<file path="src/rtl/core_seq_pkg.sv">
// Shared definitions for the RV32I control sequencer: state encoding, NOP word,
// PC step, and the next-PC selection rule.
package core_seq_pkg;

  typedef enum logic [2:0] {
    ST_RST    = 3'd0,
    ST_FETCH  = 3'd1,
    ST_DECODE = 3'd2,
    ST_EXEC   = 3'd3,
    ST_MEM    = 3'd4,
    ST_WB     = 3'd5,
    ST_HALT   = 3'd6
  } seq_state_e;

  localparam logic [31:0] NOP_INSTR = 32'h0000_0013;
  localparam logic [31:0] PC_INC    = 32'd4;

  // Jumps clear bit 0 of the target, taken branches use it as-is, everything else steps.
  function automatic logic [31:0] next_pc_f(input logic [31:0] pc_cur,
                                             input logic [31:0] target,
                                             input logic        is_jump,
                                             input logic        take_branch);
    logic [31:0] npc;
    if (is_jump) begin
      npc = {target[31:1], 1'b0};
    end else if (take_branch) begin
      npc = target;
    end else begin
      npc = pc_cur + PC_INC;
    end
    return npc;
  endfunction

endpackage

</file>
<file path="src/rtl/core_sequencer_if.sv">
// Instruction- and data-memory handshakes between the sequencer (master) and
// the memory side (slave).
interface core_sequencer_if;
  logic        imem_req;
  logic [31:0] imem_addr;
  logic        imem_ack;
  logic [31:0] imem_rdata;
  logic        dmem_req;
  logic        dmem_we;
  logic        dmem_ack;

  modport master (
    output imem_req, imem_addr, dmem_req, dmem_we,
    input  imem_ack, imem_rdata, dmem_ack
  );

  modport slave (
    input  imem_req, imem_addr, dmem_req, dmem_we,
    output imem_ack, imem_rdata, dmem_ack
  );
endinterface

</file>
<file path="src/rtl/seq_wait_timer.sv">
// Handshake wait counter; only instantiated when SEQ_MEM_TIMEOUT_EN is defined.
// expired flags the waiting cycle that brings the count up to LIMIT.
module seq_wait_timer #(
  parameter int unsigned LIMIT = 255
) (
  input  logic clk,
  input  logic rst_n,
  input  logic clear,
  input  logic count_en,
  output logic expired
);

  localparam logic [7:0] LAST = 8'(LIMIT - 32'd1);

  logic [7:0] count_q;

  // Wait counter register.
  always_ff @(posedge clk or negedge rst_n) begin
    if (!rst_n) begin
      count_q <= 8'd0;
    end else if (clear) begin
      count_q <= 8'd0;
    end else if (count_en) begin
      count_q <= count_q + 8'd1;
    end else begin
      count_q <= count_q;
    end
  end

  assign expired = count_en && (count_q == LAST);

endmodule

</file>
<file path="src/rtl/core_sequencer.sv">
// Multi-cycle RV32I control sequencer: fetch, decode, execute, memory, writeback.
// Optional handshake timeout enabled by defining SEQ_MEM_TIMEOUT_EN.
module core_sequencer
  import core_seq_pkg::*;
#(
  parameter logic [31:0] RESET_PC       = 32'h0000_0000,
  parameter int unsigned TIMEOUT_CYCLES = 255
) (
  input  logic               clk,
  input  logic               rst_n,
  core_sequencer_if.master   mem,
  output logic [31:0]        instr,
  input  logic               dec_is_load,
  input  logic               dec_is_store,
  input  logic               dec_is_branch,
  input  logic               dec_is_jump,
  input  logic               dec_rd_valid,
  input  logic [31:0]        alu_result,
  input  logic               br_taken,
  output logic               rf_we,
  output logic [31:0]        pc,
  output logic [2:0]         state,
  output logic               err
);

  seq_state_e  state_q, state_d;
  logic [31:0] pc_q, pc_d;
  logic [31:0] instr_q, instr_d;
  logic        err_q, err_d;
  logic        imem_req_s, dmem_req_s, dmem_we_s, rf_we_s;
  logic [31:0] npc_s;
  logic        timeout_s;

`ifdef SEQ_MEM_TIMEOUT_EN
  logic wait_clear_s, wait_en_s;

  assign wait_clear_s = (state_q != ST_FETCH) && (state_q != ST_MEM);
  assign wait_en_s    = (imem_req_s && !mem.imem_ack) || (dmem_req_s && !mem.dmem_ack);

  seq_wait_timer #(.LIMIT(TIMEOUT_CYCLES)) u_wait_timer (
    .clk      (clk),
    .rst_n    (rst_n),
    .clear    (wait_clear_s),
    .count_en (wait_en_s),
    .expired  (timeout_s)
  );
`else
  // Handshakes wait indefinitely; the limit only matters when the timer exists.
  assign timeout_s = 1'b0 & (TIMEOUT_CYCLES == 32'd0);
`endif

  assign npc_s = next_pc_f(pc_q, alu_result, dec_is_jump, dec_is_branch && br_taken);

  // Sequencer state, PC, held instruction and sticky fault registers.
  always_ff @(posedge clk or negedge rst_n) begin
    if (!rst_n) begin
      state_q <= ST_RST;
      pc_q    <= RESET_PC;
      instr_q <= NOP_INSTR;
      err_q   <= 1'b0;
    end else begin
      state_q <= state_d;
      pc_q    <= pc_d;
      instr_q <= instr_d;
      err_q   <= err_d;
    end
  end

  // Next-state, PC update and handshake/strobe decode.
  always_comb begin
    state_d    = state_q;
    pc_d       = pc_q;
    instr_d    = instr_q;
    err_d      = err_q;
    imem_req_s = 1'b0;
    dmem_req_s = 1'b0;
    dmem_we_s  = 1'b0;
    rf_we_s    = 1'b0;
    case (state_q)
      ST_RST: begin
        state_d = ST_FETCH;
      end
      ST_FETCH: begin
        imem_req_s = 1'b1;
        if (mem.imem_ack) begin
          instr_d = mem.imem_rdata;
          state_d = ST_DECODE;
        end else if (timeout_s) begin
          err_d   = 1'b1;
          state_d = ST_HALT;
        end else begin
          state_d = ST_FETCH;
        end
      end
      ST_DECODE: begin
        state_d = ST_EXEC;
      end
      ST_EXEC: begin
        if (dec_is_load || dec_is_store) begin
          state_d = ST_MEM;
        end else begin
          state_d = ST_WB;
        end
      end
      ST_MEM: begin
        dmem_req_s = 1'b1;
        dmem_we_s  = dec_is_store;
        if (mem.dmem_ack) begin
          state_d = ST_WB;
        end else if (timeout_s) begin
          err_d   = 1'b1;
          state_d = ST_HALT;
        end else begin
          state_d = ST_MEM;
        end
      end
      ST_WB: begin
        // The link write still happens when the jump target turns out misaligned.
        rf_we_s = dec_rd_valid && !dec_is_store && !dec_is_branch;
        if (npc_s[1]) begin
          err_d   = 1'b1;
          state_d = ST_HALT;
        end else begin
          pc_d    = npc_s;
          state_d = ST_FETCH;
        end
      end
      ST_HALT: begin
        state_d = ST_HALT;
      end
      default: begin
        err_d   = 1'b1;
        state_d = ST_HALT;
      end
    endcase
  end

  assign mem.imem_req  = imem_req_s;
  assign mem.imem_addr = pc_q;
  assign mem.dmem_req  = dmem_req_s;
  assign mem.dmem_we   = dmem_we_s;
  assign rf_we         = rf_we_s;
  assign instr         = instr_q;
  assign pc            = pc_q;
  assign state         = state_q;
  assign err           = err_q;

endmodule

</file>
<file path="src/flat_wrapper.sv">
// flat-port wrapper written by rule: the top's interface ports become plain ports
module core_sequencer_flat import core_seq_pkg::*;
#(
  parameter logic [31:0] RESET_PC       = 32'h0000_0000,
  parameter int unsigned TIMEOUT_CYCLES = 255
)
  (clk, rst_n, instr, dec_is_load, dec_is_store, dec_is_branch, dec_is_jump, dec_rd_valid, alu_result, br_taken, rf_we, pc, state, err, mem_imem_req, mem_imem_addr, mem_dmem_req, mem_dmem_we, mem_imem_ack, mem_imem_rdata, mem_dmem_ack);
  core_sequencer_if mem_i ();
  input  logic clk;
  input  logic rst_n;
  output logic [31:0] instr;
  input  logic dec_is_load;
  input  logic dec_is_store;
  input  logic dec_is_branch;
  input  logic dec_is_jump;
  input  logic dec_rd_valid;
  input  logic [31:0] alu_result;
  input  logic br_taken;
  output logic rf_we;
  output logic [31:0] pc;
  output logic [2:0] state;
  output logic err;
  output wire logic [$bits(mem_i.imem_req)-1:0] mem_imem_req;
  output wire logic [$bits(mem_i.imem_addr)-1:0] mem_imem_addr;
  output wire logic [$bits(mem_i.dmem_req)-1:0] mem_dmem_req;
  output wire logic [$bits(mem_i.dmem_we)-1:0] mem_dmem_we;
  input wire logic [$bits(mem_i.imem_ack)-1:0] mem_imem_ack;
  input wire logic [$bits(mem_i.imem_rdata)-1:0] mem_imem_rdata;
  input wire logic [$bits(mem_i.dmem_ack)-1:0] mem_dmem_ack;
  assign mem_imem_req = mem_i.imem_req;
  assign mem_imem_addr = mem_i.imem_addr;
  assign mem_dmem_req = mem_i.dmem_req;
  assign mem_dmem_we = mem_i.dmem_we;
  assign mem_i.imem_ack = mem_imem_ack;
  assign mem_i.imem_rdata = mem_imem_rdata;
  assign mem_i.dmem_ack = mem_dmem_ack;
  core_sequencer #(.RESET_PC(RESET_PC), .TIMEOUT_CYCLES(TIMEOUT_CYCLES)) u_core (.clk(clk), .rst_n(rst_n), .mem(mem_i), .instr(instr), .dec_is_load(dec_is_load), .dec_is_store(dec_is_store), .dec_is_branch(dec_is_branch), .dec_is_jump(dec_is_jump), .dec_rd_valid(dec_rd_valid), .alu_result(alu_result), .br_taken(br_taken), .rf_we(rf_we), .pc(pc), .state(state), .err(err));
endmodule
</file>
<file path="config.mk">
export PLATFORM = sky130hd
export DESIGN_NAME = core_sequencer_flat
export DESIGN_NICKNAME = d
export VERILOG_FILES = /design/src/rtl/core_seq_pkg.sv /design/src/rtl/core_sequencer_if.sv /design/src/rtl/seq_wait_timer.sv /design/src/rtl/core_sequencer.sv /design/src/flat_wrapper.sv
export SDC_FILE = /design/constraint.sdc
export NUM_CORES = 1
export LEC_CHECK = 0
export ABC_AREA = 1
export CORE_MARGIN = 5
export CORE_UTILIZATION = 40
export CTS_BUF_LIST = sky130_fd_sc_hd__clkbuf_8
export DETAILED_ROUTE_END_ITERATION = 6
export PLACE_DENSITY = 0.76
export SYNTH_ARGS = -nofsm -noshare
export SYNTH_HDL_FRONTEND = slang
export SYNTH_SLANG_ARGS = --single-unit
</file>
<file path="constraint.sdc">
create_clock -name clk -period 3.18 [get_ports clk]
set_input_delay 0.477 -clock clk [delete_from_list [all_inputs] [get_ports clk]]
set_output_delay 0.477 -clock clk [all_outputs]
set_load 0.01 [all_outputs]
</file>
==> results of run 1 <==
==> layout make-up <==
| class | count | area share (%) |
|---|---|---|
| Timing Repair Buffer | 177 | 29.6 |
| Sequential cell | 67 | 28.2 |
| Clock buffer | 9 | 2.08 |
| Inverter | 43 | 2.75 |
| Tap cell | 136 | 2.86 |
| Multi-Input combinational cell | 372 | 33.4 |
| Clock inverter | 7 | 1.03 |
==> per-stage QoR <==
stage          utilization, %  power [W]  instances  instance area (um2)
2_1_floorplan               -   0.000912        528                 4180
3_3_place_gp             56.4    0.00104        795                 5770
3_5_place_dp             56.4    0.00104        795                 5770
4_1_cts                  58.2    0.00173        811                 5950
5_1_grt                  58.2    0.00178        811                 5950
6_report                 58.2    0.00171        811                 5950
==> state kept, by name, indices dropped and copies added (netlist names) <==
register,count
u_core.instr,32
u_core.mem.imem_addr,31
u_core.state,3
u_core.err,1
==> cell families after synthesis <==
kind of cell / count (synthesis) / share of synthesized area, %
DFF: 67 / 40.3
buffers and inverters: 89 / 12.2
muxes: 32 / 11.2
other: 1 / 0.0898
adders and majority gates: 1 / 0.300
AOI/OAI and AO/OA: 32 / 4.23
xor gates and xnor gates: 3 / 0.630
and+or+nand+nor: 302 / 31.1
==> cell usage in the layout (no fill, tap or decap), types with 3 or more instances in the layout <==
cell type	instances
nand2_4	3
mux2_4	29
nor2_1	79
o22ai_1	4
o21ai_1	14
nand2_1	152
dfrtp_1	64
inv_1	39
or2_0	4
a21oi_1	8
o211ai_1	3
mux2_2	3
nand3_1	32
clkbuf_8	9
nor2_2	8
nand4_1	9
nor3_1	8
inv_2	5
clkdlybuf4s50_1	174
dfstp_2	3
clkinv_2	3
==> final timing paths <==
| path | startpoint | endpoint | slack, ps | depth (start not counted) |
|---|---|---|---|---|
| hold reg to reg | u_core.err$_DFFE_PN0P_ | u_core.err$_DFFE_PN0P_ | 470 | 1 |
| min in group clk | u_core.err$_DFFE_PN0P_ | u_core.err$_DFFE_PN0P_ | 470 | 1 |
| setup reg to reg | u_core.state[0]$_DFF_PN0_ | u_core.mem.imem_addr[16]$_DFFE_PN0P_ | 1190 | 10 |
| hold / removal | rst_n | u_core.mem.imem_addr[31]$_DFFE_PN0P_ | 300 | 2 |
| max in group asynchronous | rst_n | u_core.mem.imem_addr[25]$_DFFE_PN0P_ | 2330 | 2 |
| setup / recovery | u_core.state[0]$_DFF_PN0_ | rf_we | 940 | 5 |
==> per-layer routing <==
metal  vias up  global-route usage, %
met4         0                   7.69
met2       192                   31.4
li1       1932                      -
met1      1849                   23.9
met5         -                      0
met3        17                   7.33
==> critical path, cell delays in order (launching register included) <==
cell and delay (ps):
dfrtp_1 430, inv_2 90, nor2_4 110, nand2_2 90
nor3_1 140, clkdlybuf4s50_1 560
==> report_power, final <==
part	internal (W)	switching (W)	leakage (nW)
Clock	0.000353	0.000330	0.105
Sequential	0.000856	0.00000663	0.853
Combinational	0.0000997	0.0000590	1.77
==> impl_metrics.env, run 1 <==
export IMPL_status="complete, no violations"
export IMPL_critical_path_class="register to output port"
export IMPL_die_area_mm2=0.0126
export IMPL_grt_max_degree=68
export IMPL_seq_area_mm2=0.00168
export IMPL_drc=0
export IMPL_yosysTopAreaCellShare_pct=38.4
export IMPL_nNetsFinal=745
export IMPL_ys_flop_type="dfrtp_1"
export IMPL_cts_hold_buf=0
export IMPL_drive_gt1_share_pct=11.3
export IMPL_power_density_mw_per_mm2=287
export IMPL_leakage_nw=2.73
export IMPL_final_min_clock_period_ps=2240
export IMPL_vias_per_cell=4.92
export IMPL_rows=37
export IMPL_syn_inst=527
export IMPL_first_global_vias=4082
export IMPL_setup_ws_ps=937
export IMPL_finalSetupViolations=0
export IMPL_async_flop_share_pct=100
export IMPL_cts_root_buf="clkbuf_8"
export IMPL_io_pins=178
export IMPL_finalHoldViolCount=0
export IMPL_multi_input_area_mm2=0.00199
export IMPL_vias=3990
export IMPL_drt_met1_wl_um=5120
export IMPL_clock_latency_ps=350
export IMPL_wl_met3_um=1280
export IMPL_grt_use_total_pct=19.6
export IMPL_arrival_ps=1770
export IMPL_skew_ps=8.25
export IMPL_synth_top_cell_by_area="dfrtp_1"
export IMPL_antenna_found_initial=0
export IMPL_port_buffers=175
export IMPL_cts_buffer_depth=2
export IMPL_tightest_slew_ps=824
export IMPL_worstPathRequired_ps=2700
export IMPL_initial_core_util_pct=40.8
export IMPL_finalCritPeriodShare_pct=70.5
export IMPL_fin_tns_setup_ps=0
export IMPL_synth_enable_flop_cells=0
export IMPL_rsz0062_at_grt="false"
export IMPL_drt_iter0_drc=196
export IMPL_path_max_fanout=4
export IMPL_top_layer="met4"
export IMPL_avgSynthCellArea_um2=7.92
export IMPL_synth_cell_types=35
export IMPL_peakVddDrop_mv=0.156
export IMPL_fmax_mhz=446
export IMPL_end_kind="output port"
export IMPL_synth_seq_cells=67
export IMPL_relSlewSlack_pct=45.1
export IMPL_postCtsSetupRepairBufs=0
export IMPL_cts_resized_gates=0
export IMPL_maxCapViolations=0
export IMPL_met2WireLength_um=5670
export IMPL_fp_dieW_um=112
export IMPL_htreeDepth=3
export IMPL_yosysSeqAreaShare_pct=40.3
export IMPL_drt_wirelength_per_cell_um=15.2
export IMPL_cts_made_buffers=9
export IMPL_overflow=0
export IMPL_hpwl_um=9580
export IMPL_core_area_mm2=0.0102
export IMPL_critPathLaunchType="register"
export IMPL_drt_pass1_iterations=5
export IMPL_yosysMostFrequentCell="nand2_1"
export IMPL_area_growth_pct=42.6
export IMPL_wirelength_um=12300
export IMPL_grt_pass1_wl_um=19900
export IMPL_ys_top_cells_by_count="nand2_1, nor2_1, dfrtp_1, buf_4, inv_1"
export IMPL_slew_violations=0
export IMPL_holdWs_ps=299
export IMPL_cts_tree="yes"
export IMPL_n_fill_cell=907
export IMPL_ant_nets=0
export IMPL_n_antenna_cell=0
export IMPL_ys_warn_count=0
export IMPL_synth_area_mm2=0.00417
export IMPL_die_y_um=112
export IMPL_clock_sinks=67
export IMPL_ys_top_cells_by_area="dfrtp_1, nand2_1, mux2_4"
export IMPL_pre_cts_slack_ps=777
export IMPL_min_path_type="input pin to async pin"
export IMPL_gp_congestion=0.923
export IMPL_cts_clk_slew_worst_paths_ps=80
Note: power is estimated with default switching activity, not from simulation.
==> inputs of run 2 (changes only) <==
==> constraint.sdc (replaced) <==
create_clock -name clk -period 2.4 [get_ports clk]
set_input_delay 0.36 -clock clk [delete_from_list [all_inputs] [get_ports clk]]
set_output_delay 0.36 -clock clk [all_outputs]
set_load 0.01 [all_outputs]
==> run 2 against run 1 <==
Against the previous run:
- design area increased by 1.2%
- highest routed layer unchanged
- routed wire length grew 0.74%
- non-clock buffer count up 5
- sequential power up 32%
- largest power group unchanged
- sequential share of layout area decreased by 0.32 points
- worst hold slack better by 180 ps
- clock power up 48%
- critical path depth fell by 1
- combinational power is 35% higher
- largest cell class unchanged
- global-route usage is 0.35 points higher
==> impl_metrics.env, run 2 (same netlist as run 1, synthesis figures left out) <==
export IMPL_cts_resized_gates=0
export IMPL_postCtsSetupRepairBufs=0
export IMPL_finalHoldViolCount=0
export IMPL_port_buffers=175
export IMPL_dp_cells=799
export IMPL_gp_congestion=0.889
export IMPL_arrival_ps=1750
export IMPL_rsz0062_at_grt="false"
export IMPL_worstPathRequired_ps=2040
export IMPL_finalPower_w=0.00237
export IMPL_fin_tns_setup_ps=0
export IMPL_hpwl_um=9700
export IMPL_peakVddDrop_mv=0.272
export IMPL_setup_ws_ps=292
export IMPL_initial_core_util_pct=40.8
export IMPL_n_antenna_cell=0
export IMPL_clock_sinks=67
export IMPL_htreeDepth=3
export IMPL_leakage_nw=2.75
export IMPL_pre_cts_slack_ps=302
export IMPL_cts_hold_buf=1
export IMPL_maxCapViolations=0
export IMPL_layout_commonest_cell="clkdlybuf4s50_1"
export IMPL_overflow=0
export IMPL_rows=37
export IMPL_cts_root_buf="clkbuf_8"
export IMPL_antenna_found_initial=0
export IMPL_cts_buffer_depth=2
export IMPL_drc=0
export IMPL_final_cell_mix="clkdlybuf4s50_1, nand2_1, nor2_1"
export IMPL_tightest_slew_ps=570
export IMPL_die_area_mm2=0.0126
export IMPL_drt_wirelength_per_cell_um=15.2
export IMPL_fmax_mhz=474
export IMPL_power_density_mw_per_mm2=393
export IMPL_finalSetupViolations=0
export IMPL_core_area_mm2=0.0102
export IMPL_vias_per_cell=4.89
export IMPL_r2r_end="u_core.mem.imem_addr[22]$_DFFE_PN0P_"
export IMPL_final_min_clock_period_ps=2110
export IMPL_fin_cells=816
export IMPL_drive_gt1_share_pct=11.9
export IMPL_drt_iter0_drc=105
export IMPL_critical_path_class="register to output port"
export IMPL_grt_use_total_pct=19.9
export IMPL_nNetsFinal=750
export IMPL_io_pins=178
export IMPL_r2r_start="u_core.mem.imem_addr[3]$_DFFE_PN0P_"
export IMPL_vias=3992
export IMPL_clock_latency_ps=360
export IMPL_r2r_cells=9
export IMPL_cts_clk_slew_worst_paths_ps=80
export IMPL_largest_reg_flops=32
export IMPL_reg2reg_slack_ps=660
export IMPL_cts_tree="yes"
export IMPL_ant_nets=0
export IMPL_drt_pass1_iterations=5
export IMPL_fp_dieW_um=112
export IMPL_min_path_type="input pin to async pin"
export IMPL_status="complete, no violations"
export IMPL_grt_pass1_wl_um=20400
export IMPL_finalCritPeriodShare_pct=87.8
export IMPL_area_growth_pct=44.2
export IMPL_end_kind="output port"
export IMPL_die_y_um=112
export IMPL_first_global_vias=4191
export IMPL_grt_max_degree=34
export IMPL_path_max_fanout=5
export IMPL_critPathLaunch="u_core.state[1]$_DFF_PN0_"
export IMPL_critPathLaunchType="register"
export IMPL_cts_made_buffers=9
export IMPL_slew_violations=0
export IMPL_relSlewSlack_pct=62.0
export IMPL_wirelength_um=12400
export IMPL_final_util_pct=58.8
export IMPL_skew_ps=9.22
-- run 2: metal layers --
metal	wire [um]	vias up	part of all wire, %	global-route usage [%]
met1	5100	1827	41	23.8
li1	-	1936	-	-
met2	5710	208	46	32.8
met3	1340	21	11	7.22
met5	0	-	0	0
met4	261	0	2.1	7.77
-- run 2: through the flow --
step | hold slack [ps] | cell area (um2)
final | 477 | 6020
after global routing | 525 | 6020
after CTS | 480 | 6020
after detailed placement | 319 | 5800
after global placement | 313 | 5800
after floorplan | 64.4 | 4180
-- run 2: cell type report --
class	instances	area [um2]
tap	136	170
multi-input combinational	372	1990
inverter	43	164
sequential	67	1680
timing repair buffer	182	1800
clock buffer	12	165
fill	910	4210
clock inverter	4	48.8
-- run 2: worst max-delay path by stage --
stage	cells after the start	end	slack [ps]
after floorplan	8	u_core.mem.imem_addr[22]$_DFFE_PN0P_	890
after global placement	10	u_core.mem.imem_addr[22]$_DFFE_PN0P_	350
after detailed placement	10	u_core.mem.imem_addr[22]$_DFFE_PN0P_	300
after CTS	5	rf_we	250
after global routing	3	mem_dmem_we	190
final	4	rf_we	290
-- run 2: critical path: stages (launching register included) --
cell	delay, ps
dfrtp_1	460
nor2_4	160
nand2_2	90
nor3_1	140
clkdlybuf4s50_1	560
-- run 2: report_power, final --
group	internal, W	leakage, nW	switching (W)
Combinational	0.000135	1.79	0.0000790
Clock	0.000561	0.106	0.000449
Sequential	0.00113	0.853	0.00000846
==> inputs of run 3 (changes only) <==
--- a/config.mk
+++ b/config.mk
@@ -11,6 +11,7 @@
 export CTS_BUF_LIST = sky130_fd_sc_hd__clkbuf_8
 export DETAILED_ROUTE_END_ITERATION = 6
 export PLACE_DENSITY = 0.76
+export SKIP_LAST_GASP = 1
 export SYNTH_ARGS = -nofsm -noshare
 export SYNTH_HDL_FRONTEND = slang
 export SYNTH_SLANG_ARGS = --single-unit
==> constraint.sdc (replaced) <==
create_clock -name clk -period 2.4 [get_ports clk]
set_input_delay 0.48 -clock clk [delete_from_list [all_inputs] [get_ports clk]]
set_output_delay 0.48 -clock clk [all_outputs]
set_load 0.01 [all_outputs]
==> run 3 against run 2 <==
Against the previous run:
- count of clock-buffer cells in the layout down 2
- combinational power about the same
- global-route usage up 0.059 points
- via count down 1.6%
- cell count up 0.12%
- critical endpoint unchanged
- highest routed layer unchanged
==> impl_metrics.env, run 3 (same netlist as run 1, synthesis figures left out) <==
export IMPL_cts_buffer_depth=2
export IMPL_critical_path_class="input pin to output port"
export IMPL_cts_tree="yes"
export IMPL_drt_iter0_drc=151
export IMPL_htreeDepth=3
export IMPL_min_path_type="input pin to async pin"
export IMPL_skew_ps=8.51
export IMPL_finalCritPeriodShare_pct=94.5
export IMPL_tightest_slew_ps=575
export IMPL_wirelength_um=12200
export IMPL_ant_nets=0
export IMPL_gp_congestion=0.886
export IMPL_initial_core_util_pct=40.8
export IMPL_clock_latency_ps=350
export IMPL_maxCapViolations=0
export IMPL_clock_sinks=67
export IMPL_n_antenna_cell=0
export IMPL_die_y_um=112
export IMPL_crit_top_cell="clkdlybuf4s50_1"
export IMPL_fmax_mhz=441
export IMPL_final_cell_mix="clkdlybuf4s50_1, nand2_1, nor2_1"
export IMPL_vias_per_cell=4.81
export IMPL_finalHoldViolCount=0
export IMPL_slowest_stage="clkdlybuf4s50_1"
export IMPL_drc=0
export IMPL_layout_commonest_cell="clkdlybuf4s50_1"
export IMPL_relSlewSlack_pct=61.6
export IMPL_worstPathRequired_ps=1920
export IMPL_grt_max_degree=34
export IMPL_core_area_mm2=0.0102
export IMPL_first_global_vias=4207
export IMPL_cts_hold_buf=0
export IMPL_port_buffers=175
export IMPL_drt_wirelength_per_cell_um=14.9
export IMPL_fp_dieW_um=112
export IMPL_io_pins=178
export IMPL_nNetsFinal=751
export IMPL_vias=3930
export IMPL_peakVddDrop_mv=0.256
export IMPL_slowest_delay_ps=560
export IMPL_area_growth_pct=44.2
export IMPL_rsz0062_at_grt="false"
export IMPL_cts_made_buffers=9
export IMPL_status="complete, no violations"
export IMPL_end_kind="output port"
export IMPL_crit_chain="clkdlybuf4s50_1, inv_1, nand2_1, nor3_1, clkdlybuf4s50_1"
export IMPL_cts_clk_slew_worst_paths_ps=80
export IMPL_die_area_mm2=0.0126
export IMPL_grt_pass1_wl_um=20400
export IMPL_leakage_nw=2.76
export IMPL_overflow=0
export IMPL_finalPower_w=0.00230
export IMPL_final_min_clock_period_ps=2270
export IMPL_drive_gt1_share_pct=12.2
export IMPL_arrival_ps=1790
export IMPL_path_max_fanout=2
export IMPL_rows=37
export IMPL_grt_use_total_pct=20.0
export IMPL_drt_pass1_iterations=4
export IMPL_largest_reg_flops=32
export IMPL_finalSetupViolations=0
export IMPL_power_density_mw_per_mm2=382
export IMPL_hpwl_um=9520
export IMPL_critPathLaunchType="input pin"
export IMPL_slew_violations=0
export IMPL_antenna_found_initial=0
export IMPL_postCtsSetupRepairBufs=0
export IMPL_cts_resized_gates=0
export IMPL_n_fill_cell=904
export IMPL_fin_tns_setup_ps=0
export IMPL_cts_root_buf="clkbuf_8"
==> run 3: cell types whose count changed in the layout (fill, tap and decap cells not counted) <==
| cell | before | now |
|---|---|---|
| clkinvlp_4 | 2 | 1 |
| clkinv_2 | 0 | 3 |
| dlygate4sd3_1 | 1 | 0 |
| buf_4 | 6 | 7 |
| clkbuf_8 | 12 | 10 |
| buf_12 | 0 | 1 |
==> run 3: power by group <==
part	switching, W	leakage, nW	internal [W]	total, W
registers	0.00000818	0.853	0.00113	0.00114
logic	0.0000802	1.80	0.000134	0.000215
clock network	0.000444	0.103	0.000499	0.000942
==> run 3: per-stage QoR <==
stage / utilization, % / instances / hold WS, ps / area (um2) / setup WS [ps]
CTS: 58.8 / 817 / 100 / 6020 / 117
floorplan: - / 528 / 184 / 4180 / 894
finish: 58.8 / 817 / 94.9 / 6020 / 132
global placement: 56.9 / 801 / 454 / 5820 / 131
global route: 58.8 / 817 / 127 / 6020 / 61.7
detailed placement: 56.9 / 801 / 468 / 5820 / 118
==> run 3: layout make-up <==
type | count | area [um2] | share of cell area [%]
clock buffers | 10 | 138 | 2.29
clock inverters | 6 | 56.3 | 0.936
inverters | 43 | 164 | 2.72
multi-input cells | 372 | 1990 | 33.1
flip-flops and latches | 67 | 1680 | 27.9
well taps | 136 | 170 | 2.83
repair buffers | 183 | 1820 | 30.2
==> run 3: layer usage <==
metal,up-vias,wire length [um],track usage [%]
met1,1790,5150,24.1
met3,16,1200,7.65
met4,0,251,8.09
met2,177,5600,32.1
met5,-,0,0
li1,1947,-,-
==> run 3: final timing paths <==
| check | to | from | cells past startpoint | slack (ps) |
|---|---|---|---|---|
| setup / recovery | rf_we | dec_is_store | 5 | 130 |
| hold / removal | u_core.mem.imem_addr[15]$_DFFE_PN0P_ | rst_n | 1 | 90 |
| setup reg to reg | u_core.mem.imem_addr[20]$_DFFE_PN0P_ | u_core.mem.imem_addr[3]$_DFFE_PN0P_ | 8 | 650 |
| hold reg to reg | u_core.err$_DFFE_PN0P_ | u_core.err$_DFFE_PN0P_ | 1 | 480 |
| max in group asynchronous | u_core.instr[12]$_DFFE_PN0P_ | rst_n | 2 | 1530 |
| min in group clk | u_core.err$_DFFE_PN0P_ | u_core.err$_DFFE_PN0P_ | 1 | 480 |
==> run 3: worst max-delay path, delay by kind of cell <==
family / cells / cell delay, ps
buffers and inverters: 3 / 1090
and+or+nand+nor: 2 / 220
